===== src/rtl/bus_result_fifo.sv =====
// bus_result_fifo
// ----------------
// Downstream stage of the 16x16 operand bus. Each cycle the bus raises
// in_ready, the 32-bit in_result word is captured into a small FIFO. The
// FIFO drains to a consumer in first-word-fall-through fashion. The block
// also keeps a wrap-around sum of accepted words, an occupancy count and a
// sticky overflow flag.
//
// Handshake: a word moves to the consumer on every posedge where
// out_valid=1 and out_ready=1. out_valid and out_data depend only on
// registered state, so they never combinationally follow out_ready or
// in_ready. The input side cannot be stalled. A strobe that arrives while
// the FIFO is full and no pop happens in the same cycle is dropped, and
// overflow is set.
//
// Ports:
//   clk        system clock, all logic on posedge
//   rst_n      synchronous active-low reset
//   in_ready   bus strobe qualifying in_result
//   in_result  32-bit bus product word
//   out_data   head-of-FIFO word (valid while out_valid=1)
//   out_valid  FIFO non-empty
//   out_ready  consumer accepts out_data this cycle
//   acc_clear  synchronous clear of acc_sum
//   acc_sum    running sum of accepted words, modulo 2^ACC_W
//   level      occupancy, 0..DEPTH
//   overflow   sticky drop indicator
//   ovf_clear  clears overflow (a same-cycle drop takes priority)
module bus_result_fifo #(
  parameter int DEPTH = 8,
  parameter int ACC_W = 40
) (
  input  logic                       clk,
  input  logic                       rst_n,
  input  logic                       in_ready,
  input  logic [31:0]                in_result,
  output logic [31:0]                out_data,
  output logic                       out_valid,
  input  logic                       out_ready,
  input  logic                       acc_clear,
  output logic [ACC_W-1:0]           acc_sum,
  output logic [$clog2(DEPTH):0]     level,
  output logic                       overflow,
  input  logic                       ovf_clear
);

  localparam int PW = $clog2(DEPTH);
  localparam int LW = PW + 1;

  logic [31:0]   r_mem [DEPTH];
  logic [PW-1:0] r_wr_ptr;
  logic [PW-1:0] r_rd_ptr;
  logic [LW-1:0] r_level;
  logic [ACC_W-1:0] r_acc;
  logic          r_ovf;

  logic w_full;
  logic w_pop;
  logic w_push;
  logic w_drop;

  // Full/empty come from the level counter. The pointers alias when the
  // FIFO is either empty or full, so they cannot decide this on their own.
  assign w_full = (r_level == LW'(DEPTH));
  assign w_pop  = (r_level != '0) && out_ready;
  // A pop in the same cycle frees a slot, so a full FIFO still takes a push.
  assign w_push = in_ready && (!w_full || w_pop);
  assign w_drop = in_ready && !w_push;

  // Storage is not reset. Its contents only matter behind a valid level.
  always_ff @(posedge clk) begin
    if (w_push) begin
      r_mem[r_wr_ptr] <= in_result;
    end
  end

  always_ff @(posedge clk) begin
    if (!rst_n) begin
      r_wr_ptr <= '0;
      r_rd_ptr <= '0;
      r_level  <= '0;
    end else begin
      if (w_push) begin
        r_wr_ptr <= r_wr_ptr + PW'(1);
      end
      if (w_pop) begin
        r_rd_ptr <= r_rd_ptr + PW'(1);
      end
      if (w_push && !w_pop) begin
        r_level <= r_level + LW'(1);
      end else if (w_pop && !w_push) begin
        r_level <= r_level - LW'(1);
      end
    end
  end

  // When acc_clear and an accepted push coincide, the sum restarts from
  // the new word instead of from zero.
  always_ff @(posedge clk) begin
    if (!rst_n) begin
      r_acc <= '0;
    end else if (acc_clear) begin
      r_acc <= w_push ? ACC_W'(in_result) : '0;
    end else if (w_push) begin
      r_acc <= r_acc + ACC_W'(in_result);
    end
  end

  // A drop takes priority over ovf_clear in the same cycle.
  always_ff @(posedge clk) begin
    if (!rst_n) begin
      r_ovf <= 1'b0;
    end else if (w_drop) begin
      r_ovf <= 1'b1;
    end else if (ovf_clear) begin
      r_ovf <= 1'b0;
    end
  end

  assign out_data  = r_mem[r_rd_ptr];
  assign out_valid = (r_level != '0);
  assign acc_sum   = r_acc;
  assign level     = r_level;
  assign overflow  = r_ovf;

endmodule

===== config.mk =====
export PLATFORM = sky130hd
export DESIGN_NAME = bus_result_fifo
export DESIGN_NICKNAME = d
export VERILOG_FILES = /design/src/rtl/bus_result_fifo.sv
export SDC_FILE = /design/constraint.sdc
export NUM_CORES = 1
export LEC_CHECK = 0
export BUFFER_PORTS_ARGS = -buffer_cell sky130_fd_sc_hd__buf_4
export CORE_UTILIZATION = 55
export DETAILED_ROUTE_END_ITERATION = 16
export GPL_ROUTABILITY_DRIVEN = 0
export PLACE_DENSITY = 0.74
export SETUP_SLACK_MARGIN = 0.4
export SLEW_MARGIN = 20
export SYNTH_ARGS = -nofsm -noshare
export SYNTH_HDL_FRONTEND = slang
export SYNTH_SLANG_ARGS = --single-unit
export TNS_END_PERCENT = 50

===== constraint.sdc =====
create_clock -name clk -period 5.66 [get_ports clk]
set_input_delay 0.283 -clock clk [delete_from_list [all_inputs] [get_ports clk]]
set_output_delay 0.283 -clock clk [all_outputs]
set_load 0.02 [all_outputs]

## After elaboration in Yosys (flattened, before gate mapping)

Memory sizes are Yosys's and may differ from the RTL's. A register that Yosys moved wholly into a read port is not among the register bits.
Cells that the tools add are included.

| operators by class | value |
|---|---|
| reductions and logical operators | 13 |
| equality and inequality tests | 1 |
| bitwise gates (word level) | 0 |
| shift operators | 0 |
| divide/modulo/power cells | 0 |
| multipliers | 0 |
| $add $sub $neg | 5 |
| magnitude comparators | 0 |
| multiplexer cells | 11 |

Operators with widths:

| kind | count |
|---|---|
| 40-bit two-way mux | 2 |
| 40-bit by 32-bit adder with 40-bit output | 1 |
| 32-bit two-way mux | 1 |
| 4-bit two-way mux | 2 |
| 3-bit by 1-bit adder with 3-bit output, second input constant | 2 |
| 3-bit two-way mux | 2 |
| 2-bit nonzero test | 3 |
| 1-bit logical AND | 5 |
| 4-bit by 1-bit adder with 4-bit output, second input constant | 1 |
| 4-bit equality test, second input constant | 1 |
| 1-bit two-way mux | 4 |
| 4-bit nonzero test | 1 |
| 4-bit by 1-bit subtractor with 4-bit output, second input constant | 1 |
| 1-bit logical NOT | 3 |
| 1-bit logical OR | 1 |

| word-level totals | value |
|---|---|
| latch bits | 0 |
| output and inout bits | 78 |
| memories kept | 1 |
| RAM bits | 256 |
| flip-flop bits (word level) | 51 |
| ROM bits | 0 |
| bits of input ports | 38 |

Memory list:

| name | depth | bits a word | read ports | clocked after Yosys merged registers in | write ports | line | RTL |
|---|---|---|---|---|---|---|---|
| r_mem | 8 | 32 | 1 | 1 | 1 | 50 | `logic [31:0] r_mem [DEPTH];` |

## Longest topological paths before layout

Gate-level depths: netlist (run 1).

| logic depth | value |
|---|---|
| depth after elaboration | 8 |
| gate-level depth with buffers | 14 |

## Worst setup path after synthesis (run 1)

Ideal clock, no wire load.

| timing path | value |
|---|---|
| path kind | flip-flop to flip-flop |
| from | reg r_level[0] (netlist: level[0]) |
| to | mem r_mem[2][0] (enable) |
| library setup time | 0.513 ns |
| stages on the path, launching flop included | 7 |
| data arrival time | 4.619 ns |
| path slack | 0.528 ns |
| cells stage by stage | dfxtp_1 > nor3_1 > nand2_1 > nand2_1 > clkbuf_1 > buf_1 > nor4b_1 |

| on the way | value |
|---|---|
| word-level cells in the longest chain between the ends | 6 |
| elaborated cells between the ends (all ways) | 8 |
| classes of those cells | eq/ne (1); mux (2); reduce/logical (5) |

RTL lines:

| what | line | RTL |
|---|---|---|
| from (decl) | 53 | `logic [LW-1:0] r_level;` |
| from (signal assigned) | 90 | `r_level <= r_level + LW'(1);` |
| from (signal assigned) | 92 | `r_level <= r_level - LW'(1);` |
| 4-bit equality test / 4-bit nonzero test (equally long branches) | 64, 65 |  |
| 1-bit logical NOT / 1-bit logical AND (equally long branches) | 67, 65 |  |
| 1-bit logical OR (*) | 67 | `assign w_push = in_ready && (!w_full \|\| w_pop);` |
| 1-bit logical AND (*) | 67 |  |
| 1-bit two-way mux (*) | 72 | `if (w_push) begin` |
| 1-bit two-way mux (not written as such) (*) | 73 | `r_mem[r_wr_ptr] <= in_result;` |
| to (decl) | 50 |  |

Mark *: on every way between the ends. The rest lies on a longest branch, timed or not.

==> flow_summary.ini, run 1 <==
[run_status]
status = finished, final reports clean

[cts]
cts_max_path_buffers = 3
numCtsBuffers = 31
cts_tree = built
cts_sinks = 310
clkTransAtPathRegs_ps = 60
postCtsHoldBufs = 31
htree_levels = 1
ctsResizeCount = 0
worstSkewPairLatency_ps = 560
cts-root-buf = clkbuf_16
post_cts_buffers = 0

[drt]
first_pass_iters = 5
drtIter0Drc = 652
finalWirelength_um = 31500
viasPerCell = 6.01
detail-route-antenna-nets = 0
vias = 8713
wl_per_cell_um = 21.7
post-route-drc-count = 0

[yosys]
synth_seq_cells = 310
ys.flop_type = edfxtp_1
yosys_warnings = 0
syn_avg_cell_area_um2 = 14.7
syn-num-nets = 1025
ys_seq_area_frac = 0.630
async_flop_share = 0
synth_edf_count = 256
syn_area_mm2 = 0.0139
synth_cell_types = 66
syn_inst = 948

[sta]
hold_viol_final = 0
period_share = 0.598
period_minus_slack_ps = 3380
setup_violations = 0
max_freq_mhz = 296
drv_slew = 0
slew_headroom = 0.309
finalSetupTns_ps = 0
finalWorstSetupSlack_ps = 2280
rsz0062_at_grt = false
finClkSkew_ps = 7.23
tightestPinTransition_ps = 1040

[worst_setup_path]
crit_top_cell = buf_4
arrival_ps = 3100
crit_type = register to output port
crit_chain = buf_4 > mux4_2 > mux2_2 > buf_4
critPathLaunchType = register
cp_slowest_cell = dfxtp_4
cp-end-kind = output port
critPathRequiredTime_ps = 5380
slowest_delay_ps = 930
critPathMaxFanout = 41

[global_route]
grt_most_used_layer = met2
grt_overflow = 0
grt_util_all_layers = 0.245
grtUsageMet3 = 0.0416
grt_pass1_vias = 8756
antenna_found_initial = 0
grt_max_degree = 59
grt_util_met2 = 0.410
grt_pass1_wl_um = 48700
use_met1 = 0.337

[floorplan]
core_mm2 = 0.0246
initial_core_util = 0.566
std_cell_rows = 57
die_y_um = 161
die_w_um = 161
die_area_mm2 = 0.0259
io_pins = 116

[final_layout]
area_delta_synth_final_pct = 18.8
fin_nets = 1177
drive_gt1_frac = 0.276
fin_cells = 1449
n_antenna_cell = 0
fill_cells = 1734
fin_util = 0.672

[power_and_ir_drop]
powerDensity_mw_per_mm2 = 389
p_leak_nw = 5.85
ir_worst_vdd_mv = 0.278
p_total_w = 0.00643

[placed_design]
port_buffers = 115
hpwl_um = 19700
dp.cells = 1360
place_ws_ps = 2660

[worst_hold_path]
hold_class = input pin to register

[run]
cap_violations = 0
[metrics by stage]
stage	area (um^2)	hold WS, ps
6_report	16500	14.6
5_1_grt	16500	10.2
4_1_cts	16500	2.60
3_5_place_dp	15200	468
3_3_place_gp	15200	459
2_1_floorplan	13900	382
[registers in the layout, indices dropped and copies added (netlist names), named ones only]
| name | cells |
|---|---|
| r_wr_ptr | 3 |
| level | 4 |
| r_rd_ptr | 3 |
| overflow | 1 |
| r_mem | 256 |
| acc_sum | 40 |
[cell usage after synthesis, types with 15 or more instances]
library cell | count | area [um^2]
clkbuf_1 | 34 | 128
edfxtp_1 | 256 | 7690
nand2_1 | 62 | 233
nand3_1 | 20 | 100
ha_1 | 37 | 463
o21ai_0 | 36 | 180
nor2_1 | 50 | 188
a31oi_1 | 19 | 119
a21oi_1 | 63 | 315
inv_1 | 15 | 56.3
dfxtp_1 | 54 | 1080
xnor2_1 | 19 | 166
mux2_2 | 32 | 360
mux4_2 | 64 | 1440
a21o_1 | 15 | 113
[cell families (layout without fill, tap and decap cells)]
logic type / after synthesis / in the layout / synth area share
buffers and inverters: 63 / 240 / 0.0174
adders and majority gates: 39 / 39 / 0.0361
xor gates and xnor gates: 27 / 27 / 0.0170
and+or+nand+nor: 213 / 213 / 0.0770
muxes: 103 / 103 / 0.134
AOI/OAI and AO/OA: 193 / 193 / 0.0880
DFF: 310 / 310 / 0.630
[routing by layer]
metal | part of all wire | vias up
met5 | 0 | -
met4 | 0.020 | 0
li1 | - | 4033
met2 | 0.49 | 272
met3 | 0.060 | 52
met1 | 0.43 | 4356
[critical path: cells and delay by family (launching register included)]
family | cells | cell delay (ps)
muxes | 2 | 880
DFF | 1 | 930
buffers and inverters | 2 | 720
[worst paths after layout]
check	startpoint	end	slack, ps	cells after the start
max reg2reg	acc_sum[0]$_SDFFE_PN0P_	acc_sum[26]$_SDFFE_PN0P_	2690	11
min reg2reg	r_rd_ptr[1]$_SDFFE_PN0N_	register	470	2
min	in_result[8]	r_mem[0][8]$_DFFE_PP_	10	1
max	register	out_data[5]	2280	4
[layout by cell type, fill, tap and decap left out, drive strengths merged, types with 4 or more instances in the layout]
cell and n:
nand2b 7, a21oi 63, edfxtp 256, nor2b 7, a211oi 11, nor2 50, and2 7, nand4 6
o211ai 5, nor3 13, buf 136, xnor2 19, clkbuf 41, clkinv 13, mux2 32, nand3b 4
o21a 8, a221oi 5, or3 6, dfxtp 54, inv 16, a21o 15, o21ai 37, nor3b 11
mux4 64, a31oi 19, dlygate4sd3 31, nand3 20, ha 37, xor2 8, nand2 63, mux2i 7
and3 8, o21bai 4
[power by group]
group | internal (W) | switching, W | leakage [nW]
logic | 0.000847 | 0.000818 | 2.57
clock network | 0.00116 | 0.000822 | 0.503
registers | 0.00260 | 0.000186 | 2.77
[layout make-up]
cell class              instances  area (um^2)  area share
clock buffers                  41          863      0.0522
clock inverters                17          143     0.00863
inverters                      15         56.3     0.00341
multi-input cells             575         4960       0.300
flip-flops and latches        310         8770       0.531
well taps                     324          405      0.0245
repair buffers                167         1330      0.0805
Power figures use the tool's default switching activity.
==> run 2, diff against run 1 <==
--- a/config.mk
+++ b/config.mk
@@ -6,10 +6,10 @@
 export NUM_CORES = 1
 export LEC_CHECK = 0
 export BUFFER_PORTS_ARGS = -buffer_cell sky130_fd_sc_hd__buf_4
-export CORE_UTILIZATION = 55
+export CORE_UTILIZATION = 54
 export DETAILED_ROUTE_END_ITERATION = 16
 export GPL_ROUTABILITY_DRIVEN = 0
-export PLACE_DENSITY = 0.74
+export PLACE_DENSITY = 0.76
 export SETUP_SLACK_MARGIN = 0.4
 export SLEW_MARGIN = 20
 export SYNTH_ARGS = -nofsm -noshare
==> constraint.sdc (replaced) <==
create_clock -name clk -period 3 [get_ports clk]
set_input_delay 0.15 -clock clk [delete_from_list [all_inputs] [get_ports clk]]
set_output_delay 0.15 -clock clk [all_outputs]
set_load 0.02 [all_outputs]
==> flow_summary.ini, run 2 (synthesized netlist as in run 1, its figures left out) <==
[worst_setup_path]
crit_type = register to register
critPathRequiredTime_ps = 3470
crit_start = acc_sum[9]$_SDFFE_PN0P_
cp-end-kind = register
critPathLaunchType = register
r2r_start = acc_sum[9]$_SDFFE_PN0P_
arrival_ps = 3100
critPathMaxFanout = 7

[sta]
drv_slew = 0
finalWorstSetupSlack_ps = 375
finClkSkew_ps = 14.3
rsz0062_at_grt = true
tightestPinTransition_ps = 651
period_share = 0.875
period_minus_slack_ps = 2620
setup_violations = 0
timing.hold.ws_ps = 157
hold_viol_final = 0
slew_headroom = 0.564
max_freq_mhz = 381
finalSetupTns_ps = 0

[global_route]
grt_util_all_layers = 0.242
grt_max_degree = 65
grt_overflow = 0
grt_pass1_wl_um = 48800
grt_pass1_vias = 8685
antenna_found_initial = 0

[floorplan]
initial_core_util = 0.551
io_pins = 116
std_cell_rows = 58
core_mm2 = 0.0253
die_area_mm2 = 0.0264
die_w_um = 163
die_y_um = 163

[final_layout]
n_antenna_cell = 0
final_common_cell = edfxtp_1
area_delta_synth_final_pct = 22.8
fin_nets = 1192
fin_util = 0.677
final_cell_mix = 256 x edfxtp_1, 136 x buf_4, 64 x mux4_2, 62 x a21oi_1, 60 x nand2_1
top_register = r_mem
drive_gt1_frac = 0.304
largest_register_ff_count = 256

[power_and_ir_drop]
combPwrFrac = 0.287
p_total_w = 0.0125
seq_power_share = 0.404
ir_worst_vdd_mv = 0.650
p_leak_nw = 5.98
powerDensity_mw_per_mm2 = 732
clock_power_share = 0.308
p_switching_w = 0.00359
swShare = 0.286
p_int_w = 0.00893

[run]
cap_violations = 0

[run_status]
status = finished, final reports clean

[cts]
cts-root-buf = clkbuf_16
cts_max_path_buffers = 3
cts_tree = built
numCtsBuffers = 31
worstSkewPairLatency_ps = 550
htree_levels = 1
clkTransAtPathRegs_ps = 60
cts_sinks = 310

[drt]
drtIter0Drc = 764
vias = 8982
detail-route-antenna-nets = 0
first_pass_iters = 7
finalWirelength_um = 32700
viasPerCell = 6.11
wl_per_cell_um = 22.3
post-route-drc-count = 0

[placed_design]
place_ws_ps = 210
hpwl_um = 19200
port_buffers = 115

[worst_hold_path]
hold_class = input pin to register
hp-start = acc_clear
==> run 2: cell types whose count changed in the layout (fill, tap and decap cells not counted), moves of 5 or more <==
cell	before	now
ha_4	0	10
ha_1	37	27
dlygate4sd3_1	31	37
clkinv_2	10	4
dfxtp_2	2	10
buf_12	0	5
dfxtp_1	51	40
==> run 2: power groups by stage <==
| stage | logic (W) | registers [W] | clock network, W |
|---|---|---|---|
| finish | 0.00360 | 0.00506 | 0.00386 |
| global placement | 0.00336 | 0.00511 | 0 |
| floorplan | 0.00231 | 0.00516 | 0 |
| global route | 0.00385 | 0.00508 | 0.00406 |
| detailed placement | 0.00339 | 0.00512 | 0 |
| CTS | 0.00347 | 0.00503 | 0.00390 |
==> run 2: path summary, 6_finish.rpt <==
path / endpoint / slack (ps) / cells after the start
worst min-delay path: acc_sum[14]$_SDFFE_PN0P_ / 160 / 3
worst max-delay path: acc_sum[39]$_SDFFE_PN0P_ / 380 / 9
worst max register to register: acc_sum[39]$_SDFFE_PN0P_ / 380 / 9
worst min register to register: acc_sum[39]$_SDFFE_PN0P_ / 480 / 2
==> run 2: through the flow <==
step / instance area, um^2 / cells
2_1_floorplan: 14000 / 948
3_3_place_gp: 15300 / 1364
3_5_place_dp: 15300 / 1364
4_1_cts: 16800 / 1460
5_1_grt: 17100 / 1469
6_report: 17100 / 1469
==> run 2: timing repair <==
action	4_1_cts	5_1_grt
hold endpoints to repair	284	8
hold buffers	36	1
setup endpoints to repair	16	60
buffers inserted	3	6
cloned	0	1
resized for setup	9	38
pin swaps	5	13
==> run 2: worst max-delay path, cell delays in order, from the launching register on <==
cell	delay (ps)
dfxtp_4	360
ha_4	300
nand2_4	60
or4_4	530
nand3b_4	210
a211oi_4	320
nor3_4	80
o21ai_4	270
nor3b_4	240
mux2i_1	180
==> run 2: final cells by class <==
class / instances / area, um^2
Sequential cell: 310 / 8800
Clock buffer: 41 / 863
Clock inverter: 16 / 158
Inverter: 15 / 56.3
Fill cell: 1751 / 8160
Timing Repair Buffer: 182 / 1570
Multi-Input combinational cell: 575 / 5240
Tap cell: 330 / 413
==> run 2: per-layer routing <==
layer	vias up	global-route usage	wire length, um
met5	-	0	0
met4	0	0.0633	663
met3	53	0.0357	2040
met2	332	0.397	16200
met1	4540	0.340	13900
li1	4057	-	-
